$ cat src/rtl/contador_crescente_temporizador.sv
// contador_crescente_temporizador: prescaled up-counting round/move timer with IDLE/RUN/PAUSE/DONE control.
// Define CONTADOR_AUTO_RELOAD_EN for periodic (auto-reload) operation; default build is one-shot.
module contador_crescente_temporizador #(
  parameter int WIDTH    = 6,
  parameter int PRESCALE = 1000
) (
  input  logic             clock,
  input  logic             clr,
  input  logic             iniciar,
  input  logic             pausar,
  input  logic             zerar,
  input  logic [WIDTH-1:0] limite,
  output logic [WIDTH-1:0] Q,
  output logic             rco,
  output logic             ativo,
  output logic             fim
);
  localparam int PW = PRESCALE > 1 ? $clog2(PRESCALE) : 1;
`ifdef CONTADOR_AUTO_RELOAD_EN
  localparam bit RELOAD = 1'b1;
`else
  localparam bit RELOAD = 1'b0;
`endif
  typedef enum logic [1:0] {IDLE, RUN, PAUSE, DONE} state_t;
  state_t state_q, state_d;
  logic [PW-1:0] presc_q, presc_d;
  logic [WIDTH-1:0] q_q, q_d, lim_q, lim_d;
  logic rco_q, rco_d, ativo_q, fim_q;
  logic step, tick, last, start;
  always_comb begin
    state_d = state_q;
    presc_d = presc_q;
    q_d     = q_q;
    lim_d   = lim_q;
    rco_d   = 1'b0;
    start   = iniciar && (state_q == IDLE || state_q == DONE);
    // iniciar outranks pausar, and a resume edge already counts as a run edge
    step    = (state_q == RUN && (iniciar || !pausar)) || (state_q == PAUSE && iniciar);
    tick    = presc_q == PW'(PRESCALE - 1);
    last    = (RELOAD && lim_q == '0) || ({1'b0, q_q} + (WIDTH+1)'(1)) == {1'b0, lim_q};
    if (zerar) begin
      state_d = IDLE;
      q_d     = '0;
      presc_d = '0;
    end else if (start) begin
      lim_d   = limite;
      q_d     = '0;
      presc_d = '0;
      state_d = (!RELOAD && limite == '0) ? DONE : RUN;
      rco_d   = !RELOAD && limite == '0;
    end else if (step) begin
      state_d = RUN;
      presc_d = tick ? '0 : presc_q + PW'(1);
      if (tick && last) begin
        rco_d   = 1'b1;
        q_d     = RELOAD ? '0 : lim_q;
        state_d = RELOAD ? RUN : DONE;
      end else if (tick) begin
        q_d = q_q + WIDTH'(1);
      end
    end else if (state_q == RUN && pausar) begin
      state_d = PAUSE;
    end
  end
  always_ff @(posedge clock or negedge clr) begin
    if (!clr) begin
      state_q <= IDLE;
      presc_q <= '0;
      q_q     <= '0;
      lim_q   <= '0;
      rco_q   <= 1'b0;
      ativo_q <= 1'b0;
      fim_q   <= 1'b0;
    end else begin
      state_q <= state_d;
      presc_q <= presc_d;
      q_q     <= q_d;
      lim_q   <= lim_d;
      rco_q   <= rco_d;
      ativo_q <= state_d == RUN;
      fim_q   <= state_d == DONE;
    end
  end
  assign Q     = q_q;
  assign rco   = rco_q;
  assign ativo = ativo_q;
  assign fim   = fim_q;
endmodule
$ cat config.mk
export PLATFORM = sky130hd
export DESIGN_NAME = contador_crescente_temporizador
export DESIGN_NICKNAME = d
export VERILOG_FILES = /design/src/rtl/contador_crescente_temporizador.sv
export SDC_FILE = /design/constraint.sdc
export NUM_CORES = 1
export LEC_CHECK = 0
export CAP_MARGIN = 40
export CORE_MARGIN = 10
export CORE_UTILIZATION = 40
export CTS_BUF_LIST = sky130_fd_sc_hd__clkbuf_8
export DETAILED_ROUTE_END_ITERATION = 10
export PLACE_DENSITY_LB_ADDON = 0.15
export RECOVER_POWER = 50
export SETUP_SLACK_MARGIN = 0.1
export SYNTH_ARGS = -nofsm -noshare
export SYNTH_HDL_FRONTEND = slang
export SYNTH_SLANG_ARGS = --single-unit
$ cat constraint.sdc
create_clock -name clock -period 2.27 [get_ports clock]
set_input_delay 0.454 -clock clock [delete_from_list [all_inputs] [get_ports clock]]
set_output_delay 0.454 -clock clock [all_outputs]
set_load 0.005 [all_outputs]
==> impl_metrics.env, run 1 <==
export IMPL_critical_path_class="register to register"
export IMPL_synth_area_per_cell_um2=9.30
export IMPL_diodes=0
export IMPL_wl_per_cell_um=14.3
export IMPL_hpwl_um=2720
export IMPL_synth_simple_area_share=0.259
export IMPL_rsz0062_at_grt="false"
export IMPL_finalPower_mw=1.41
export IMPL_final_setup_tns_ns=0
export IMPL_die_w_um=81.9
export IMPL_syn_num_nets=180
export IMPL_finalCriticalPeriod_ns=1.99
export IMPL_antenna_left=0
export IMPL_power_density_nw_per_um2=723
export IMPL_fp_row_count=22
export IMPL_status="completed"
export IMPL_cp_slowest_cell="dfrtp_1"
export IMPL_pre_cts_slack_ns=0.0934
export IMPL_critPathTopFamily="compound AO/OA/AOI/OAI gates"
export IMPL_drt_iter0_markers=64
export IMPL_path_buf_inv=1
export IMPL_die_area_um2=6710
export IMPL_drt_total_wl_um=3530
export IMPL_vias=1310
export IMPL_grt_use_total=0.112
export IMPL_synth_area_leaders="dfrtp_1, o21ai_0, mux2_2"
export IMPL_gp_congestion=0.833
export IMPL_drc=0
export IMPL_dieHeight_um=81.9
export IMPL_synth_distinct_cells=37
export IMPL_leakagePower_nw=0.818
export IMPL_synth_compound_area_share=0.146
export IMPL_viasPerCell=5.30
export IMPL_htreeDepth=1
export IMPL_ys_seq_area_frac=0.440
export IMPL_yosys_area_top_type="dfrtp_1"
export IMPL_fillerInstances=350
export IMPL_slew_limit_headroom=0.0280
export IMPL_worst_slew_pin_slew_ns=1.46
export IMPL_synth_top_family_by_area="simple AND/OR/NAND/NOR gates"
export IMPL_netlist_area_um2=1530
export IMPL_synth_seq_cells=27
export IMPL_ff2ff_setup_slack_ns=0.28
export IMPL_initial_utilization=0.416
export IMPL_min_period_over_period=0.875
export IMPL_finalHoldViolCount=0
export IMPL_cts_hold_buf=0
export IMPL_drt_pass1_iter_count=4
export IMPL_netlist_area_leader_share=0.440
export IMPL_grt_max_degree=28
export IMPL_cp_end_kind="register"
export IMPL_worst_slack_ns=0.283
export IMPL_fmax_mhz=503
export IMPL_synthCells=165
export IMPL_utilization=0.527
export IMPL_ys_warn_count=0
export IMPL_cts_tree="done"
export IMPL_hp_class="register to register"
export IMPL_syn_to_final_growth_pct=26.7
export IMPL_arrival_ns=2.15
export IMPL_antenna_found_initial=0
export IMPL_crit_required_ns=2.43
export IMPL_whs_ns=0.520
export IMPL_root_buffer="clkbuf_8"
export IMPL_critical_path_max_stage_delay_ns=0.40
export IMPL_drv_cap=0
export IMPL_grt_ovfl_total=0
export IMPL_drv_slew=0
export IMPL_cts_sinks=27
export IMPL_cts_buffers_inserted=3
export IMPL_setup_viol=0
export IMPL_drive_gt1_frac=0.176
export IMPL_yosys_mux_area_fraction=0.0514
export IMPL_synth_fa_ha_area_frac=0.0326
export IMPL_finalNetCount=215
export IMPL_port_buffers=19
export IMPL_clk_pin_slew_ns=0.09
export IMPL_grt_pass1_wl_um=6090
export IMPL_crit_fanout=6
export IMPL_ir_drop_v=0.000278
export IMPL_coreArea_um2=3690
export IMPL_grt_pass1_vias=1323
export IMPL_clockBufferDepth=2
export IMPL_worstPathCellList="inv_1 -> ha_1 -> a21oi_1 -> o31ai_2 -> or2_2 -> o41ai_1"
export IMPL_insertion_delay_ns=0.27
export IMPL_fin_worst_skew_ns=0.00382
export IMPL_cp_start_kind="register"
export IMPL_boundaryPins=20
export IMPL_synthXorXnorAreaFrac=0.0457
## layer usage
layer | wire, µm | track usage | vias to the layer above
met2 | 1690 | 0.184 | 24
met4 | 29 | 0.0374 | 0
met5 | 0 | 0 | -
met1 | 1580 | 0.138 | 630
li1 | - | - | 652
met3 | 238 | 0.0338 | 4
## final timing paths
kind / depth (start not counted) / end / startpoint
setup / recovery: 6 / presc_q[8]$_DFFE_PN0P_ / state_q[0]$_DFF_PN0_
hold / removal: 1 / presc_q[8]$_DFFE_PN0P_ / presc_q[8]$_DFFE_PN0P_
setup reg to reg: 6 / presc_q[8]$_DFFE_PN0P_ / state_q[0]$_DFF_PN0_
hold reg to reg: 1 / presc_q[8]$_DFFE_PN0P_ / presc_q[8]$_DFFE_PN0P_
max in group asynchronous: 2 / presc_q[0]$_DFFE_PN0P_ / clr
min in group asynchronous: 2 / lim_q[0]$_DFFE_PN0P_ / clr
## cells in the final DEF (no fill, tap or decap), types with 2 or more instances in the layout
cell / instances
buf_4: 14
mux2_2: 7
and3_1: 3
nand2b_1: 3
inv_1: 7
or2_2: 2
or3_1: 2
o31ai_1: 3
nor3_1: 6
nand4_2: 2
xnor2_1: 7
nor2_1: 12
a211o_1: 2
nor2b_1: 2
a21oi_1: 7
nand2_1: 17
clkdlybuf4s50_1: 16
ha_1: 3
and2_1: 4
dlygate4sd3_1: 3
clkbuf_8: 3
dfrtp_1: 27
o21ai_0: 18
nand3_1: 10
## Yosys cell counts
| master | n |
|---|---|
| and2b_1 | 1 |
| o21ai_1 | 1 |
| a211o_1 | 2 |
| nand3_1 | 10 |
| clkbuf_1 | 3 |
| mux2_2 | 7 |
| inv_1 | 6 |
| nor4_4 | 1 |
| a211oi_1 | 1 |
| nand2b_1 | 3 |
| o22ai_1 | 1 |
| o31ai_1 | 4 |
| nand4b_1 | 1 |
| buf_2 | 1 |
| nor2_1 | 13 |
| or2_2 | 2 |
| and3_1 | 3 |
| and2_1 | 4 |
| nand4_2 | 2 |
| a221oi_2 | 1 |
| nor2b_1 | 2 |
| nor3b_1 | 1 |
| dfrtp_1 | 27 |
| xor2_1 | 1 |
| or3_1 | 2 |
| nor4b_1 | 1 |
| o41ai_1 | 1 |
| a31o_2 | 1 |
| o21ai_0 | 18 |
| nor4_1 | 1 |
| xnor2_1 | 7 |
| ha_1 | 4 |
| nand3b_1 | 1 |
| or3_4 | 1 |
| nor3_1 | 6 |
| a21oi_1 | 7 |
| nand2_1 | 17 |
## what timing repair did
| item | 4_1_cts | 5_1_grt |
|---|---|---|
| resized for setup | 0 | 4 |
| cloned | 0 | 0 |
| setup endpoints to repair | 1 | 17 |
| pin swaps | 1 | 4 |
| setup buffers | 0 | 2 |
## sequential cells by signal, indices dropped and copies added, names as in the netlist
name     flops
fim          1
ativo        1
lim_q        6
rco          1
Q            6
state_q      2
presc_q     10
## cells by family (layout without fill, tap and decap cells)
family | after synthesis | after routing
multiplexers | 7 | 7
AND/OR/NAND/NOR | 72 | 72
AO/OA/AOI/OAI | 37 | 37
flip-flops | 27 | 27
adder cells (fa/ha/maj) | 4 | 4
buffers and inverters | 10 | 44
XOR/XNOR | 8 | 8
## layout make-up
class,instances,area (µm²),share of cell area
Clock buffer,3,41.3,0.0212
Clock inverter,1,3.75,0.00193
Inverter,6,22.5,0.0116
Multi-Input combinational cell,128,841,0.433
Sequential cell,27,676,0.348
Tap cell,48,60.1,0.0309
Timing Repair Buffer,34,299,0.154
## worst register-to-register path, stage by stage (launching register included)
cell,delay [ns]
dfrtp_1,0.40
inv_1,0.06
ha_1,0.35
a21oi_1,0.29
o31ai_2,0.16
or2_2,0.37
o41ai_1,0.25
## metrics by stage
stage | instances | instance area [µm²]
final | 247 | 1940
after global routing | 247 | 1940
after CTS | 245 | 1910
after detailed placement | 241 | 1870
after global placement | 241 | 1870
after floorplan | 165 | 1530
## power breakdown
group	leakage (nW)	switching, mW	total [mW]	internal, mW
combinational	0.432	0.253	0.509	0.256
sequential	0.358	0.0707	0.633	0.562
clock	0.0269	0.143	0.264	0.121
total	0.818	0.467	1.41	0.939
Power figures use the tool's default switching activity.
==> run 2, diff against run 1 <==
CORE_MARGIN = 3   (was 10)
clock period = 2.3 ns   (was 2.27 ns; I/O delays follow)
==> run 2 against run 1 <==
Net effect: global-route usage grew 5.4 points; worst setup slack got worse by 0.051 ns; sequential power rose by 1%; worst hold slack improved by 0.0052 ns; largest power group unchanged; core utilization increased by 2.8 points; sequential cell count unchanged; largest cell class unchanged; routed wire length fell by 1.2%; critical endpoint is now fim$_DFF_PN0_.
==> impl_metrics.env, run 2 (synthesis results as in run 1) <==
export IMPL_drt_total_wl_um=3490
export IMPL_critPathTopFamily="simple AND/OR/NAND/NOR gates"
export IMPL_initial_utilization=0.436
export IMPL_critical_path_class="register to register"
export IMPL_cts_buffers_inserted=3
export IMPL_ff2ff_setup_slack_ns=0.23
export IMPL_ir_drop_v=0.000333
export IMPL_setup_worst_path_end="fim$_DFF_PN0_"
export IMPL_htreeDepth=1
export IMPL_cp_start_kind="register"
export IMPL_timing_rr_end="fim$_DFF_PN0_"
export IMPL_antenna_found_initial=0
export IMPL_power_density_nw_per_um2=711
export IMPL_crit_fanout=7
export IMPL_fin_worst_skew_ns=0.00212
export IMPL_final_setup_tns_ns=0
export IMPL_finalHoldViolCount=0
export IMPL_grt_pass1_wl_um=5840
export IMPL_p_comb_frac=0.348
export IMPL_fp_row_count=21
export IMPL_power_switching_mw=0.474
export IMPL_final_area_um2=1950
export IMPL_drt_pass1_iter_count=4
export IMPL_whs_ns=0.525
export IMPL_wl_per_cell_um=14.4
export IMPL_mostFrequentLayoutCells="dfrtp_1, o21ai_0, nand2_1, clkdlybuf4s50_1"
export IMPL_boundaryPins=20
export IMPL_leakagePower_nw=0.811
export IMPL_grt_ovfl_total=0
export IMPL_finalCriticalPeriod_ns=2.07
export IMPL_cp_num_cells=7
export IMPL_grt_pass1_vias=1323
export IMPL_path_buf_inv=0
export IMPL_cts_tree="done"
export IMPL_slew_limit_headroom=0.737
export IMPL_setup_viol=0
export IMPL_insertion_delay_ns=0.27
export IMPL_worst_slew_pin_slew_ns=0.392
export IMPL_layout_commonest_cell="dfrtp_1"
export IMPL_clockPowerShare=0.191
export IMPL_critical_path_max_stage_delay_ns=0.47
export IMPL_rsz0062_at_grt="false"
export IMPL_p_sw_frac=0.341
export IMPL_clockBufferDepth=2
export IMPL_min_period_over_period=0.899
export IMPL_p_int_mw=0.915
export IMPL_drv_cap=0
export IMPL_arrival_ns=2.29
export IMPL_dpl_cell_area_um2=1830
export IMPL_r2r_start="Q[0]$_DFFE_PN0P_"
export IMPL_grt_use_total=0.167
export IMPL_die_w_um=67.9
export IMPL_status="completed"
export IMPL_root_buffer="clkbuf_8"
export IMPL_drc=0
export IMPL_clk_pin_slew_ns=0.09
export IMPL_die_area_um2=4610
export IMPL_seqPwrFrac=0.460
export IMPL_drv_slew=0
export IMPL_hpwl_um=2600
export IMPL_finalPower_mw=1.39
export IMPL_reg2regPathDepth=7
export IMPL_fillerInstances=314
export IMPL_grt_max_degree=28
export IMPL_largest_reg_flops=10
export IMPL_crit_required_ns=2.52
export IMPL_worstHoldStart="presc_q[8]$_DFFE_PN0P_"
export IMPL_worstPathCellList="ha_1 -> nand3_1 -> nor2_1 -> nor4_4 -> nand4_2 -> a221oi_4 -> and2_1"
export IMPL_finalNetCount=212
export IMPL_regMostFlops="presc_q"
export IMPL_port_buffers=19
export IMPL_cts_hold_buf=0
export IMPL_setup_worst_path_start="Q[0]$_DFFE_PN0P_"
export IMPL_antenna_left=0
export IMPL_drt_iter0_markers=58
export IMPL_gp_congestion=0.820
export IMPL_fmax_mhz=484
export IMPL_coreArea_um2=3520
export IMPL_cp_end_kind="register"
export IMPL_viasPerCell=5.34
export IMPL_vias=1293
export IMPL_cts_sinks=27
export IMPL_diodes=0
export IMPL_drive_gt1_frac=0.184
export IMPL_cp_slowest_cell="dfrtp_1"
export IMPL_syn_to_final_growth_pct=27.4
export IMPL_dieHeight_um=67.9
export IMPL_hp_class="register to register"
[run 2: changes by cell type in the layout (fill, tap and decap cells not counted), sizes merged]
cell           previous run  this run
clkdlybuf4s50            16        15
dlygate4sd3               3         4
clkbuf                    4         3
buf                      14        12
[run 2: worst min path at each step]
stage / endpoint / slack, ns / cells past startpoint
2_1_floorplan: Q[0]$_DFFE_PN0P_ / 0.16 / 0
3_3_place_gp: presc_q[8]$_DFFE_PN0P_ / 0.49 / 1
3_5_place_dp: presc_q[8]$_DFFE_PN0P_ / 0.51 / 1
4_1_cts: presc_q[8]$_DFFE_PN0P_ / 0.52 / 1
5_1_grt: presc_q[8]$_DFFE_PN0P_ / 0.56 / 1
6_report: presc_q[8]$_DFFE_PN0P_ / 0.52 / 1
[run 2: final cells by class]
type                            instances  area [µm²]  share of cell area
Timing Repair Buffer                   31         280               0.143
Multi-Input combinational cell        128         872               0.446
Sequential cell                        27         677               0.346
Tap cell                               46        57.6              0.0294
Inverter                                6        22.5              0.0115
Clock inverter                          1        3.75             0.00192
Clock buffer                            3        41.3              0.0211
[run 2: worst register-to-register path, stage by stage, from the launching register on]
cell and delay (ns):
dfrtp_1 0.47, ha_1 0.30, nand3_1 0.15, nor2_1 0.10
nor4_4 0.28, nand4_2 0.20, a221oi_4 0.36, and2_1 0.16
[run 2: layer usage]
| metal | track usage | up-vias | part of all wire |
|---|---|---|---|
| met5 | 0 | - | 0 |
| met4 | 0.0720 | 0 | 0.021 |
| met3 | 0.0279 | 8 | 0.039 |
| met2 | 0.276 | 30 | 0.47 |
| met1 | 0.213 | 607 | 0.47 |
| li1 | - | 648 | - |
[run 2: through the flow]
stage          std cells  worst slack [ns]   util
6_report             242             0.232  0.555
5_1_grt              242            0.0956  0.555
4_1_cts              238             0.108  0.531
3_5_place_dp         234            0.0846  0.518
3_3_place_gp         234             0.153  0.518
2_1_floorplan        165             0.201      -
[run 2: power groups by stage]
stage / registers [mW] / logic, mW / clock network, mW
after detailed placement: 0.646 / 0.459 / 0
after floorplan: 0.624 / 0.309 / 0
after global placement: 0.641 / 0.445 / 0
after CTS: 0.636 / 0.460 / 0.275
final: 0.640 / 0.483 / 0.266
after global routing: 0.652 / 0.539 / 0.297
[run 2: what timing repair did]
action,4_1_cts,5_1_grt
buffers inserted,0,4
endpoints found under the setup margin,2,17
resized for setup,0,10
pin swaps,2,8
==> run 3, diff against run 2 <==
DONT_BUFFER_PORTS = 1   (was default)
==> run 3 against run 2 <==
Net effect: design area fell by 11%; core utilization fell by 5.9 points; global-route usage rose by 0.19 points; via count fell by 5.2%; die area did not move; total power fell by 2.3%; maximum frequency rose by 1.5%; routed wire length fell by 1.8%; clock power rose by 6%; sequential share of layout area rose by 4.1 points; largest power group unchanged.
==> impl_metrics.env, run 3 (synthesis results as in run 1) <==
export IMPL_finalNetCount=190
export IMPL_fp_row_count=21
export IMPL_drv_cap=0
export IMPL_gp_congestion=0.936
export IMPL_dpl_cell_area_um2=1610
export IMPL_grt_use_total=0.169
export IMPL_power_switching_mw=0.476
export IMPL_clockPowerShare=0.208
export IMPL_antenna_left=0
export IMPL_drv_slew=0
export IMPL_fin_worst_skew_ns=0.00408
export IMPL_final_setup_tns_ns=0
export IMPL_fillerInstances=353
export IMPL_die_area_um2=4610
export IMPL_setup_worst_path_start="state_q[0]$_DFF_PN0_"
export IMPL_leakagePower_nw=0.724
export IMPL_min_to="rco$_DFF_PN0_"
export IMPL_insertion_delay_ns=0.28
export IMPL_mostFrequentLayoutCells="dfrtp_1, o21ai_0, nand2_1, nor2_1, nand3_1"
export IMPL_crit_required_ns=2.48
export IMPL_drt_total_wl_um=3430
export IMPL_critical_path_class="register to register"
export IMPL_hpwl_um=2420
export IMPL_clk_pin_slew_ns=0.10
export IMPL_largest_reg_flops=10
export IMPL_min_period_over_period=0.885
export IMPL_worstHoldStart="zerar"
export IMPL_seqPwrFrac=0.469
export IMPL_initial_utilization=0.436
export IMPL_layout_commonest_cell="dfrtp_1"
export IMPL_regMostFlops="presc_q"
export IMPL_slew_limit_headroom=0.175
export IMPL_fmax_mhz=491
export IMPL_regArea_um2=677
export IMPL_status="completed"
export IMPL_diodes=0
export IMPL_grt_max_degree=28
export IMPL_cts_buffers_inserted=3
export IMPL_coreArea_um2=3520
export IMPL_min_delay_path_depth=1
export IMPL_cts_sinks=27
export IMPL_finalCriticalPeriod_ns=2.04
export IMPL_whs_ns=0.229
export IMPL_place_inst=212
export IMPL_drt_iter0_markers=54
export IMPL_setup_viol=0
export IMPL_root_buffer="clkbuf_8"
export IMPL_grt_ovfl_total=0
export IMPL_drt_pass1_iter_count=4
export IMPL_ff2ff_setup_slack_ns=0.26
export IMPL_utilization=0.496
export IMPL_arrival_ns=2.21
export IMPL_die_w_um=67.9
export IMPL_worst_slew_pin_slew_ns=1.24
export IMPL_r2r_start="state_q[0]$_DFF_PN0_"
export IMPL_cts_tree="done"
export IMPL_rsz0062_at_grt="false"
export IMPL_htreeDepth=1
export IMPL_drive_gt1_frac=0.178
export IMPL_wl_per_cell_um=15.6
export IMPL_vias=1226
export IMPL_p_int_mw=0.882
export IMPL_cp_end_kind="register"
export IMPL_finalHoldViolCount=0
export IMPL_grt_pass1_vias=1266
export IMPL_dieHeight_um=67.9
export IMPL_syn_to_final_growth_pct=13.8
export IMPL_drc=0
export IMPL_reg2regPathDepth=7
export IMPL_hp_class="input pin to register"
export IMPL_final_cell_count_no_fill=220
export IMPL_clockBufferDepth=2
export IMPL_final_area_um2=1750
export IMPL_ir_drop_v=0.000325
export IMPL_viasPerCell=5.57
export IMPL_boundaryPins=20
export IMPL_p_sw_frac=0.351
export IMPL_port_buffers=0
export IMPL_antenna_found_initial=0
export IMPL_cp_start_kind="register"
export IMPL_power_density_nw_per_um2=778
export IMPL_crit_fanout=6
export IMPL_grt_pass1_wl_um=5820
export IMPL_p_comb_frac=0.323
export IMPL_multiInputGateArea_um2=867
export IMPL_timing_rr_end="presc_q[8]$_DFFE_PN0P_"
[run 3: cell count changes in the layout (fill, tap and decap cells not counted), sizes merged]
cell,change
clkdlybuf4s50,-15
dlygate4sd3,-3
buf,-5
inv,-1
clkinv,+1
dlymetal6s4s,+1
[run 3: layout make-up]
class | instances | share of cell area
well taps | 46 | 0.0330
flip-flops and latches | 27 | 0.388
inverters | 6 | 0.0129
multi-input cells | 128 | 0.497
repair buffers | 9 | 0.0430
clock buffers | 3 | 0.0237
clock inverters | 1 | 0.00287
[run 3: stage by stage]
stage | setup WS (ns) | total power [mW]
after floorplan | 0.201 | 0.932
final | 0.263 | 1.36
after global routing | 0.107 | 1.44
after global placement | 0.0586 | 1.02
after detailed placement | 0.0103 | 1.04
after CTS | 0.0890 | 1.34
[run 3: what timing repair did]
item,CTS,global route
gates cloned,0,0
resized for setup,2,7
setup endpoints to repair,15,8
pin swaps,2,6
hold buffers,2,0
endpoints found under the hold margin,27,0
setup buffers,1,1
[run 3: critical path, stage by stage (launching register included)]
cell     delay, ns
dfrtp_1       0.41
inv_1         0.06
ha_1          0.37
a21oi_2       0.19
o31ai_1       0.11
buf_4         0.17
or2_2         0.35
o41ai_1       0.26
[run 3: worst max path at each step]
stage | slack, ns | endpoint | depth (start not counted)
2_1_floorplan | 0.20 | presc_q[8]$_DFFE_PN0P_ | 7
3_3_place_gp | 0.06 | fim$_DFF_PN0_ | 7
3_5_place_dp | 0.01 | fim$_DFF_PN0_ | 7
4_1_cts | 0.09 | fim$_DFF_PN0_ | 7
5_1_grt | 0.11 | presc_q[4]$_DFFE_PN0P_ | 2
6_report | 0.26 | presc_q[8]$_DFFE_PN0P_ | 7
[run 3: per-layer routing]
metal	wire (µm)	GRT usage	vias to the layer above
li1	-	-	605
met1	1640	0.216	584
met2	1560	0.270	32
met3	175	0.0394	5
met4	55	0.0744	0
met5	0	0	-
[run 3: power by group through the flow]
stage	Sequential, mW	Clock, mW	Combinational [mW]
3_5_place_dp	0.641	0	0.397
6_report	0.637	0.282	0.439
2_1_floorplan	0.624	0	0.309
3_3_place_gp	0.637	0	0.385
4_1_cts	0.632	0.286	0.422
5_1_grt	0.648	0.310	0.484
